<file path="src/rtl/multicycle_control_fsm.sv">
// ---------------------------------------------------------------------------
// multicycle_control_fsm
//
// Main control unit for the multicycle MIPS datapath. Sequences every
// instruction through fetch, decode, execute, memory and writeback. It drives
// the datapath enables and mux selects, and produces the 3-bit ALU opcode
// used by ALU_Control. Memory accesses use a ready handshake: FETCH, MEM_READ
// and MEM_WRITE hold until mem_ready_i is high.
//
// Ports:
//   clk              system clock, rising edge
//   reset            asynchronous, active-low reset
//   opcode_i         IR[31:26], looked at in DECODE and MEM_ADR only
//   mem_ready_i      memory finished the current read/write this cycle
//   pc_write_o       unconditional PC load
//   pc_write_cond_o  PC load qualified by ALU zero (beq)
//   i_or_d_o         memory address select: 0 = PC, 1 = ALUOut
//   mem_read_o       memory read request
//   mem_write_o      memory write request
//   ir_write_o       IR load
//   mem_to_reg_o     writeback data: 0 = ALUOut, 1 = MDR
//   reg_dst_o        destination register: 0 = rt, 1 = rd
//   reg_write_o      register file write
//   alu_src_a_o      0 = PC, 1 = A
//   alu_src_b_o      00 = B, 01 = 4, 10 = sign-ext imm, 11 = sign-ext imm << 2
//   pc_src_o         00 = ALU result, 01 = ALUOut, 10 = jump target
//   alu_op_o         100 = add, 001 = subtract, 111 = funct field, 000 = idle
//   illegal_op_o     sticky: an unsupported opcode was decoded
//   state_o          current state code, for debug
// ---------------------------------------------------------------------------
module multicycle_control_fsm #(
  parameter logic [5:0] OP_RTYPE = 6'b000000,
  parameter logic [5:0] OP_ADDI  = 6'b001000,
  parameter logic [5:0] OP_LW    = 6'b100011,
  parameter logic [5:0] OP_SW    = 6'b101011,
  parameter logic [5:0] OP_BEQ   = 6'b000100,
  parameter logic [5:0] OP_J     = 6'b000010
) (
  input  logic       clk,
  input  logic       reset,
  input  logic [5:0] opcode_i,
  input  logic       mem_ready_i,
  output logic       pc_write_o,
  output logic       pc_write_cond_o,
  output logic       i_or_d_o,
  output logic       mem_read_o,
  output logic       mem_write_o,
  output logic       ir_write_o,
  output logic       mem_to_reg_o,
  output logic       reg_dst_o,
  output logic       reg_write_o,
  output logic       alu_src_a_o,
  output logic [1:0] alu_src_b_o,
  output logic [1:0] pc_src_o,
  output logic [2:0] alu_op_o,
  output logic       illegal_op_o,
  output logic [3:0] state_o
);

  typedef enum logic [3:0] {
    S_RESET     = 4'd0,
    S_FETCH     = 4'd1,
    S_DECODE    = 4'd2,
    S_MEM_ADR   = 4'd3,
    S_MEM_READ  = 4'd4,
    S_MEM_WB    = 4'd5,
    S_MEM_WRITE = 4'd6,
    S_EXECUTE   = 4'd7,
    S_ALU_WB    = 4'd8,
    S_BRANCH    = 4'd9,
    S_ADDI_EXEC = 4'd10,
    S_ADDI_WB   = 4'd11,
    S_JUMP      = 4'd12
  } state_e;

  localparam logic [2:0] ALU_IDLE  = 3'b000;
  localparam logic [2:0] ALU_ADD   = 3'b100;
  localparam logic [2:0] ALU_SUB   = 3'b001;
  localparam logic [2:0] ALU_FUNCT = 3'b111;

  state_e state_q, state_d;
  logic   illegal_q, illegal_d;

  always_ff @(posedge clk or negedge reset) begin
    if (!reset) begin
      state_q   <= S_RESET;
      illegal_q <= 1'b0;
    end else begin
      state_q   <= state_d;
      illegal_q <= illegal_d;
    end
  end

  always_comb begin
    // Every single-cycle state, and the unused codes 13-15, return to FETCH.
    state_d         = S_FETCH;
    illegal_d       = illegal_q;
    pc_write_o      = 1'b0;
    pc_write_cond_o = 1'b0;
    i_or_d_o        = 1'b0;
    mem_read_o      = 1'b0;
    mem_write_o     = 1'b0;
    ir_write_o      = 1'b0;
    mem_to_reg_o    = 1'b0;
    reg_dst_o       = 1'b0;
    reg_write_o     = 1'b0;
    alu_src_a_o     = 1'b0;
    alu_src_b_o     = 2'b00;
    pc_src_o        = 2'b00;
    alu_op_o        = ALU_IDLE;

    case (state_q)
      S_RESET: state_d = S_FETCH;

      S_FETCH: begin
        mem_read_o  = 1'b1;
        alu_src_b_o = 2'b01;
        alu_op_o    = ALU_ADD;
        // IR and PC+4 only commit in the cycle the instruction word arrives.
        ir_write_o  = mem_ready_i;
        pc_write_o  = mem_ready_i;
        state_d     = mem_ready_i ? S_DECODE : S_FETCH;
      end

      S_DECODE: begin
        // Branch target PC + (imm << 2) is computed speculatively here.
        alu_src_b_o = 2'b11;
        alu_op_o    = ALU_ADD;
        case (opcode_i)
          OP_LW, OP_SW: state_d = S_MEM_ADR;
          OP_RTYPE:     state_d = S_EXECUTE;
          OP_BEQ:       state_d = S_BRANCH;
          OP_ADDI:      state_d = S_ADDI_EXEC;
          OP_J:         state_d = S_JUMP;
          default: begin
            state_d   = S_FETCH;
            illegal_d = 1'b1;
          end
        endcase
      end

      S_MEM_ADR: begin
        alu_src_a_o = 1'b1;
        alu_src_b_o = 2'b10;
        alu_op_o    = ALU_ADD;
        // IR is stable since FETCH, so re-reading the opcode is safe.
        if (opcode_i == OP_LW)      state_d = S_MEM_READ;
        else if (opcode_i == OP_SW) state_d = S_MEM_WRITE;
        else                        state_d = S_FETCH;
      end

      S_MEM_READ: begin
        mem_read_o = 1'b1;
        i_or_d_o   = 1'b1;
        state_d    = mem_ready_i ? S_MEM_WB : S_MEM_READ;
      end

      S_MEM_WB: begin
        mem_to_reg_o = 1'b1;
        reg_write_o  = 1'b1;
      end

      S_MEM_WRITE: begin
        mem_write_o = 1'b1;
        i_or_d_o    = 1'b1;
        state_d     = mem_ready_i ? S_FETCH : S_MEM_WRITE;
      end

      S_EXECUTE: begin
        alu_src_a_o = 1'b1;
        alu_op_o    = ALU_FUNCT;
        state_d     = S_ALU_WB;
      end

      S_ALU_WB: begin
        reg_dst_o   = 1'b1;
        reg_write_o = 1'b1;
      end

      S_BRANCH: begin
        alu_src_a_o     = 1'b1;
        alu_op_o        = ALU_SUB;
        pc_src_o        = 2'b01;
        pc_write_cond_o = 1'b1;
      end

      S_ADDI_EXEC: begin
        alu_src_a_o = 1'b1;
        alu_src_b_o = 2'b10;
        alu_op_o    = ALU_ADD;
        state_d     = S_ADDI_WB;
      end

      S_ADDI_WB: reg_write_o = 1'b1;

      S_JUMP: begin
        pc_src_o   = 2'b10;
        pc_write_o = 1'b1;
      end

      default: state_d = S_FETCH;
    endcase
  end

  assign illegal_op_o = illegal_q;
  assign state_o      = state_q;

endmodule

</file>
<file path="config.mk">
export PLATFORM = sky130hd
export DESIGN_NAME = multicycle_control_fsm
export DESIGN_NICKNAME = d
export VERILOG_FILES = /design/src/rtl/multicycle_control_fsm.sv
export SDC_FILE = /design/constraint.sdc
export NUM_CORES = 1
export LEC_CHECK = 0
export ABC_CLOCK_PERIOD_IN_PS = 1600
export CELL_PAD_IN_SITES_DETAIL_PLACEMENT = 1
export CELL_PAD_IN_SITES_GLOBAL_PLACEMENT = 1
export CORE_MARGIN = 2
export CORE_UTILIZATION = 26
export DETAILED_ROUTE_END_ITERATION = 12
export PLACE_DENSITY_LB_ADDON = 0.1
export REMOVE_ABC_BUFFERS = 1
export SYNTH_ARGS = -nofsm -noshare
export SYNTH_HDL_FRONTEND = slang
export SYNTH_SLANG_ARGS = --single-unit
</file>
<file path="constraint.sdc">
create_clock -name clk -period 1.6 [get_ports clk]
set_input_delay 0.32 -clock clk [delete_from_list [all_inputs] [get_ports clk]]
set_output_delay 0.32 -clock clk [all_outputs]
set_load 0.005 [all_outputs]
</file>
==> results of run 1 <==
==> cells in the mapped netlist <==
library cell  count  area, um2
nand2b_1          4      25.02
and2_0            1      6.260
nor4_1            1      6.260
dfrtp_1           5      125.1
xor2_1            2      17.52
and3b_1           1      8.760
xnor2_1           1      8.760
nor2b_1           3      18.77
inv_1             4      15.01
nor2_1            9      33.78
nand3_1           2      10.01
a21o_2            1      8.760
o21a_1            1      7.510
buf_4             2      15.01
nor3_1            4      20.02
or4_1             1      7.510
nor4_2            1      12.51
o2111ai_1         3      26.28
a22oi_1           1      7.510
o21ba_2           1      10.01
nand2_1           2      7.510
or3b_1            1      8.760
nor3b_1           3      22.52
o22ai_1           1      6.260
a22o_1            1      8.760
a2111oi_1         1      10.01
a21oi_1           1      5.000
buf_2             3      15.01
nand4_1           2      12.51
a31o_2            1      8.760
mux2_2            1      11.26
a211o_1           1      8.760
a211oi_1          3      22.52
o21bai_1          1      7.510
and3_2            1      7.510
o21ai_0           3      15.01
a21o_1            1      7.510
==> through the flow <==
step	setup slack [ns]	hold WS, ns	instances
4_1_cts	-0.1552	0.3045	183
3_5_place_dp	-0.3376	0.4655	161
3_3_place_gp	-0.2995	0.4524	161
2_1_floorplan	0.07111	0.02441	70
==> cells by family after synthesis <==
family	Yosys count	synth area share
buffers and inverters	9	0.07824
AO/OA/AOI/OAI	21	0.2783
multiplexers	1	0.01956
XOR/XNOR	3	0.04566
flip-flops	5	0.2174
AND/OR/NAND/NOR	36	0.3609
==> what timing repair did <==
item	in CTS
pin swaps	11
setup buffers	19
resized for setup	107
gates cloned	0
setup endpoints to repair	22
==> flow_metrics.py, run 1 <==
metrics = {
    "yosys": {
        "avgSynthCellArea_um2": 7.674,
        "yosysSeqAreaShare": 0.2174,
        "syn_inst": 75,
        "yosysWarnings": 0,
        "ys_ff_latch": 5,
        "netlist_area_um2": 575.6,
        "ys_types": 37,
    },
    "placement": {
        "dpl-instance-area_um2": 1129,
        "gp_congestion": 0.8228,
        "dp_hpwl_um": 1852,
        "io_buffers": 30,
    },
    "floorplan": {
        "num_io_pins": 31,
        "rows": 17,
        "die_x_um": 51.05,
        "die_y_um": 51.05,
        "start_util": 0.2679,
    },
    "clock_tree": {
        "clkSinkCount": 5,
        "ctsHtreeMaxLevel": 1,
        "cts_buffer_depth": 2,
        "cts_hold_buffers": 0,
        "ctsRootBufferMaster": "clkbuf_4",
        "numCtsBuffers": 3,
    },
    "timing": {
        "worst_endpoint": "reg_write_o",
        "worstEndpointType": "top-level output",
    },
    "outcome": {
        "status": "did not finish",
        "haltStage": "global routing",
        "tool.error": "[ERROR DPL-0033] detailed placement checks failed during check placement.",
    },
    "grt": {
        "grt_max_degree": 8,
        "antenna_found_initial": 0,
    },
}
==> run 2, diff against run 1 <==
==> config.mk (replaced) <==
export PLATFORM = sky130hd
export DESIGN_NAME = multicycle_control_fsm
export DESIGN_NICKNAME = d
export VERILOG_FILES = /design/src/rtl/multicycle_control_fsm.sv
export SDC_FILE = /design/constraint.sdc
export NUM_CORES = 1
export LEC_CHECK = 0
export ABC_CLOCK_PERIOD_IN_PS = 1600
export CORE_AREA = 2 2 63 65
export DETAILED_ROUTE_END_ITERATION = 12
export DIE_AREA = 0 0 65 67
export PLACE_DENSITY_LB_ADDON = 0.15
export REMOVE_ABC_BUFFERS = 1
export SYNTH_ARGS = -nofsm -noshare
export SYNTH_HDL_FRONTEND = slang
export SYNTH_SLANG_ARGS = --single-unit
==> run 2 against run 1 <==
Net effect:
- the flow now finishes, with violations (setup timing)
- synthesized cell count is the same
- area after synthesis is the same
==> flow_metrics.py, run 2 <==
metrics = {
    "placement": {
        "dp_hpwl_um": 1780,
        "io_buffers": 30,
        "dpl-instance-area_um2": 1176,
        "gp_congestion": 0.8076,
    },
    "yosys": {
        "syn_inst": 75,
        "yosysTopAreaCell": "dfrtp_1",
        "synth.most_common_cell": "nor2_1",
        "synth_edf_count": 0,
        "ys_types": 37,
        "avgSynthCellArea_um2": 7.674,
        "synthFlopType": "dfrtp_1",
        "yosysWarnings": 0,
        "yosysSeqAreaShare": 0.2174,
        "ys_async_sr_fraction": 1.000,
        "ys_ff_latch": 5,
        "synth_area_leaders": "dfrtp_1 (22%), nor2_1 (5.9%), o2111ai_1 (4.6%)",
        "netlist_area_um2": 575.6,
        "synth_common_cells": "nor2_1 (9), dfrtp_1 (5), inv_1 (4), nand2b_1 (4), nor3_1 (4)",
        "synth_top_area_share": 0.2174,
    },
    "final_layout": {
        "area_delta_synth_final_pct": 162.4,
        "nNetsFinal": 167,
        "seqCellArea_um2": 130.1,
        "fin_area_um2": 1510,
        "antennaDiodeCount": 0,
        "fill_cells": 377,
        "largest_reg_flops": 4,
        "multi_input_area_um2": 579.3,
        "layout_commonest_cell": "buf_4",
        "layout_common_cells": "buf_4 (36), buf_6 (19), buf_2 (14)",
        "drive_gt1_frac": 0.6752,
    },
    "setup_path": {
        "start_kind": "flop",
        "cp-end-kind": "primary output",
        "critical_path.max_stage_delay_ns": 0.44,
        "crit_chain": "buf_6, nor3b_4, o21ba_4, o22ai_2, buf_2",
        "slowest_stage": "dfrtp_2",
        "required_ns": 1.28,
        "cp.arrival_ns": 1.41,
        "worst-setup-path-type": "reg -> out",
        "worst-r2r-cell-count": 6,
        "crit_fanout": 5,
    },
    "floorplan": {
        "rows": 22,
        "dieArea_um2": 4355,
        "start_util": 0.1596,
        "die_y_um": 67,
        "core_area_um2": 3606,
        "num_io_pins": 31,
        "die_x_um": 65,
    },
    "clock_tree": {
        "path_clk_slew_ns": 0.04,
        "cts_tree": "built",
        "numCtsBuffers": 3,
        "clkSinkCount": 5,
        "clk_latency_ns": 0.23,
        "cts_hold_buffers": 0,
        "cts_buffer_depth": 2,
        "ctsRootBufferMaster": "clkbuf_8",
        "ctsHtreeMaxLevel": 1,
    },
    "grt": {
        "met3_usage": 0.02534,
        "grt_max_degree": 11,
        "grt_pass1_vias": 926,
        "use_met1": 0.1729,
        "grt-ovfl-total": 0,
        "grt_pass1_wl_um": 4436,
        "grtUsageTotal": 0.1337,
        "antenna_found_initial": 0,
        "groute.layer.met2.usage": 0.2101,
        "top_usage_layer": "met2",
    },
    "detailed_routing": {
        "finalWirelength_um": 2754,
        "drcViolationCount": 0,
        "postRouteAntennaNets": 0,
        "via_per_inst": 4.434,
        "dr.pass1.iters": 4,
        "wl_per_cell_um": 13.43,
        "drt-initial-drc-count": 23,
        "num_vias": 909,
    },
    "timing": {
        "maxSlewHeadroom": 0.7945,
        "slew_viol_final": 0,
        "setup_viol_count_final": 12,
        "worst_pin_slew_ns": 0.3083,
        "rsz0062_at_grt": "yes",
        "layout_min_cycle_time_ns": 1.731,
        "fin_setup_tns_ns": -0.8416,
        "skew_ns": 0.0003783,
        "setup_ws_ns": -0.1312,
        "max_freq_ghz": 0.5776,
        "finalCritPeriodShare": 1.082,
        "finalHoldViolCount": 0,
    },
    "power": {
        "p_per_area_nw_per_um2": 1014,
        "p_leak_uw": 0.0007103,
        "ir_worst_vdd_mv": 0.3445,
    },
    "worst_hold_path": {
        "hold_path.class": "in -> async",
    },
    "flow_run": {
        "maxCapViolCount": 0,
    },
    "outcome": {
        "status": "complete, but fails checks",
        "violations": "setup timing",
    },
}
[run 2: cell counts after synthesis]
No cell type changed its count.
[run 2: metrics by stage]
| stage | hold slack [ns] | utilization | cells | total power, uW | setup WS, ns |
|---|---|---|---|---|---|
| after CTS | 0.3300 | 0.3983 | 205 | 1433 | -0.1045 |
| after global routing | 0.3364 | 0.4188 | 205 | 1638 | -0.2065 |
| final | 0.3286 | 0.4188 | 205 | 1532 | -0.1312 |
| after floorplan | 0.02441 | - | 70 | 471.9 | 0.07111 |
| after global placement | 0.4491 | 0.3262 | 184 | 963.0 | -0.3024 |
| after detailed placement | 0.4546 | 0.3262 | 184 | 957.6 | -0.3300 |
[run 2: what timing repair did]
action                     CTS  global route
buffers inserted            19             1
setup endpoints to repair   23            21
gates resized for setup    117            20
cloned                       0             0
pin swaps                   10            10
[run 2: path summary, 6_finish.rpt]
kind                                 to  slack [ns]         start
max                         reg_write_o       -0.13    state_o[0]
min                        illegal_op_o        0.33         reset
max reg2reg                  state_o[0]        0.03    state_o[0]
min reg2reg                illegal_op_o        0.46  illegal_op_o
max in group asynchronous    state_o[2]        1.05         reset
min in group clk           illegal_op_o        0.46  illegal_op_o
[run 2: area by class of cell]
type | count | share of cell area
tap | 48 | 0.03977
inverter | 4 | 0.009942
timing repair buffer | 83 | 0.4507
multi-input combinational | 61 | 0.3836
sequential | 5 | 0.08616
clock buffer | 4 | 0.02983
[run 2: logic make-up after synthesis]
kind of cell | synth area share
DFF | 0.2174
buffers and inverters | 0.07824
xor gates and xnor gates | 0.04566
muxes | 0.01956
and+or+nand+nor | 0.3609
AOI/OAI and AO/OA | 0.2783
[run 2: metal layers]
layer  routed length [um]  vias to the layer above
met5                    0                        -
met1                 1219                      423
li1                     -                      443
met2                 1299                       32
met3                  136                       11
met4                   99                        0
[run 2: worst max-delay path: cells and delay by family, from the launching register on]
kind,cells,cell delay [ns]
simple gates,1,0.21
flops,1,0.44
compound gates,2,0.27
buf+inv,2,0.27
[run 2: report_power, final]
| part | leakage [uW] | switching (uW) | internal [uW] | total, uW |
|---|---|---|---|---|
| registers | 0.0000552 | 42.9 | 156 | 199 |
| clock network | 0.0000228 | 77.6 | 172 | 250 |
| logic | 0.000632 | 452 | 630 | 1080 |
Power figures use the tool's default switching activity.
==> run 3, diff against run 2 <==
--- a/config.mk
+++ b/config.mk
@@ -5,7 +5,6 @@
 export SDC_FILE = /design/constraint.sdc
 export NUM_CORES = 1
 export LEC_CHECK = 0
-export ABC_CLOCK_PERIOD_IN_PS = 1600
 export CORE_AREA = 2 2 63 65
 export DETAILED_ROUTE_END_ITERATION = 12
 export DIE_AREA = 0 0 65 67
==> constraint.sdc (replaced) <==
create_clock -name clk -period 1.7 [get_ports clk]
set_input_delay 0.34 -clock clk [delete_from_list [all_inputs] [get_ports clk]]
set_output_delay 0.34 -clock clk [all_outputs]
set_load 0.005 [all_outputs]
==> run 3 against run 2 <==
Net effect:
- clock power fell by 10%
- highest routed layer unchanged
- non-clock buffer count up 1
- die area unchanged
- final cell count rose by 0.49%
- clock-buffer cell count stayed put
- the flow still finishes with violations (setup timing)
- setup slack improved by 0.069 ns
==> flow_metrics.py, run 3 (synthesized netlist as in run 2, its figures left out) <==
metrics = {
    "floorplan": {
        "dieArea_um2": 4355,
        "rows": 22,
        "num_io_pins": 31,
        "die_x_um": 65,
        "core_area_um2": 3606,
        "start_util": 0.1596,
        "die_y_um": 67,
    },
    "timing": {
        "rsz0062_at_grt": "yes",
        "layout_min_cycle_time_ns": 1.762,
        "slew_viol_final": 0,
        "setup_ws_ns": -0.06178,
        "finalCritPeriodShare": 1.036,
        "max_freq_ghz": 0.5676,
        "worst_pin_slew_ns": 0.3489,
        "setup_viol_count_final": 5,
        "skew_ns": 0.004314,
        "finalHoldViolCount": 0,
        "maxSlewHeadroom": 0.7669,
    },
    "clock_tree": {
        "numCtsBuffers": 3,
        "clkSinkCount": 5,
        "path_clk_slew_ns": 0.04,
        "clk_latency_ns": 0.22,
        "ctsHtreeMaxLevel": 1,
        "cts_buffer_depth": 2,
        "cts_tree": "built",
        "cts_hold_buffers": 0,
        "ctsRootBufferMaster": "clkbuf_8",
    },
    "placement": {
        "dp_hpwl_um": 1728,
        "dpl-instance-area_um2": 1176,
        "gp_congestion": 0.7891,
        "dp.cells": 184,
        "io_buffers": 30,
    },
    "grt": {
        "grt_pass1_vias": 899,
        "grt-ovfl-total": 0,
        "grtUsageTotal": 0.1258,
        "grt_max_degree": 9,
        "antenna_found_initial": 0,
        "grt_pass1_wl_um": 4126,
    },
    "setup_path": {
        "required_ns": 1.36,
        "cp-end-kind": "primary output",
        "crit_fanout": 5,
        "start_kind": "flop",
        "cp.arrival_ns": 1.42,
        "startpoint": "state_o[0]",
        "worst-setup-path-type": "reg -> out",
        "reg2reg_from": "state_o[1]",
    },
    "final_layout": {
        "fill_cells": 368,
        "area_delta_synth_final_pct": 155.7,
        "fin_area_um2": 1471,
        "largest_reg_flops": 4,
        "layoutNonFillerInstCount": 206,
        "nNetsFinal": 168,
        "layout_common_cells": "buf_4 (42), buf_6 (12), buf_2 (9)",
        "drive_gt1_frac": 0.6139,
        "final_core_util": 0.4081,
        "antennaDiodeCount": 0,
        "layout_commonest_cell": "buf_4",
    },
    "detailed_routing": {
        "num_vias": 904,
        "finalWirelength_um": 2553,
        "dr.pass1.iters": 4,
        "wl_per_cell_um": 12.39,
        "drcViolationCount": 0,
        "via_per_inst": 4.388,
        "postRouteAntennaNets": 0,
        "drt-initial-drc-count": 19,
    },
    "worst_hold_path": {
        "hold_path.class": "in -> async",
    },
    "power": {
        "ir_worst_vdd_mv": 0.3955,
        "p_per_area_nw_per_um2": 940.4,
        "p_leak_uw": 0.0007371,
    },
    "flow_run": {
        "maxCapViolCount": 0,
    },
    "outcome": {
        "violations": "setup timing",
        "status": "complete, but fails checks",
    },
}
run 3: repair_timing:
item / in CTS / in global routing
pin swaps: 5 / 7
setup buffers: 12 / 7
endpoints found under the setup margin: 19 / 20
gates resized for setup: 79 / 21
run 3: critical path: stages (launching register included):
cell and delay [ns]:
dfrtp_2 0.43, buf_4 0.15, nor3b_4 0.21, o21ba_4 0.18
o22ai_2 0.10, buf_2 0.13
run 3: layout make-up:
type	instances	area [um2]	share of cell area
multi-input cells	61	513.0	0.3486
inverters	4	15.01	0.01020
well taps	48	60.06	0.04082
repair buffers	84	709.4	0.4821
flip-flops and latches	5	128.9	0.08759
clock buffers	4	45.04	0.03061
run 3: metrics by stage:
| stage | hold WS, ns | total power, uW | setup WS, ns | setup TNS, ns |
|---|---|---|---|---|
| after CTS | 0.3583 | 1296 | -0.2678 | -0.5792 |
| after floorplan | 0.04441 | 444.1 | 0.1511 | 0 |
| after detailed placement | 0.4543 | 922.2 | -0.2330 | -2.005 |
| final | 0.3482 | 1384 | -0.06178 | -0.1378 |
| after global routing | 0.3658 | 1485 | -0.09565 | -0.4181 |
| after global placement | 0.4499 | 944.4 | -0.2403 | -2.149 |
run 3: worst paths after layout:
check / endpoint / slack, ns / cells past startpoint
setup / recovery: reg_write_o / -0.06 / 5
hold / removal: state_o[2] / 0.35 / 1
setup reg to reg: state_o[0] / 0.07 / 6
hold reg to reg: illegal_op_o / 0.45 / 1
max in group asynchronous: state_o[0] / 1.13 / 1
min in group clk: illegal_op_o / 0.45 / 1
run 3: layer usage:
metal,global-route usage,share of wire,vias up
li1,-,-,445
met1,0.1587,0.46,428
met2,0.2062,0.47,27
met3,0.02027,0.054,4
met4,0.06383,0.016,0
met5,0,0,-
run 3: report_power, final:
part           switching, uW  internal [uW]
Clock                   62.3            161
Sequential              35.0            146
Combinational            386            593
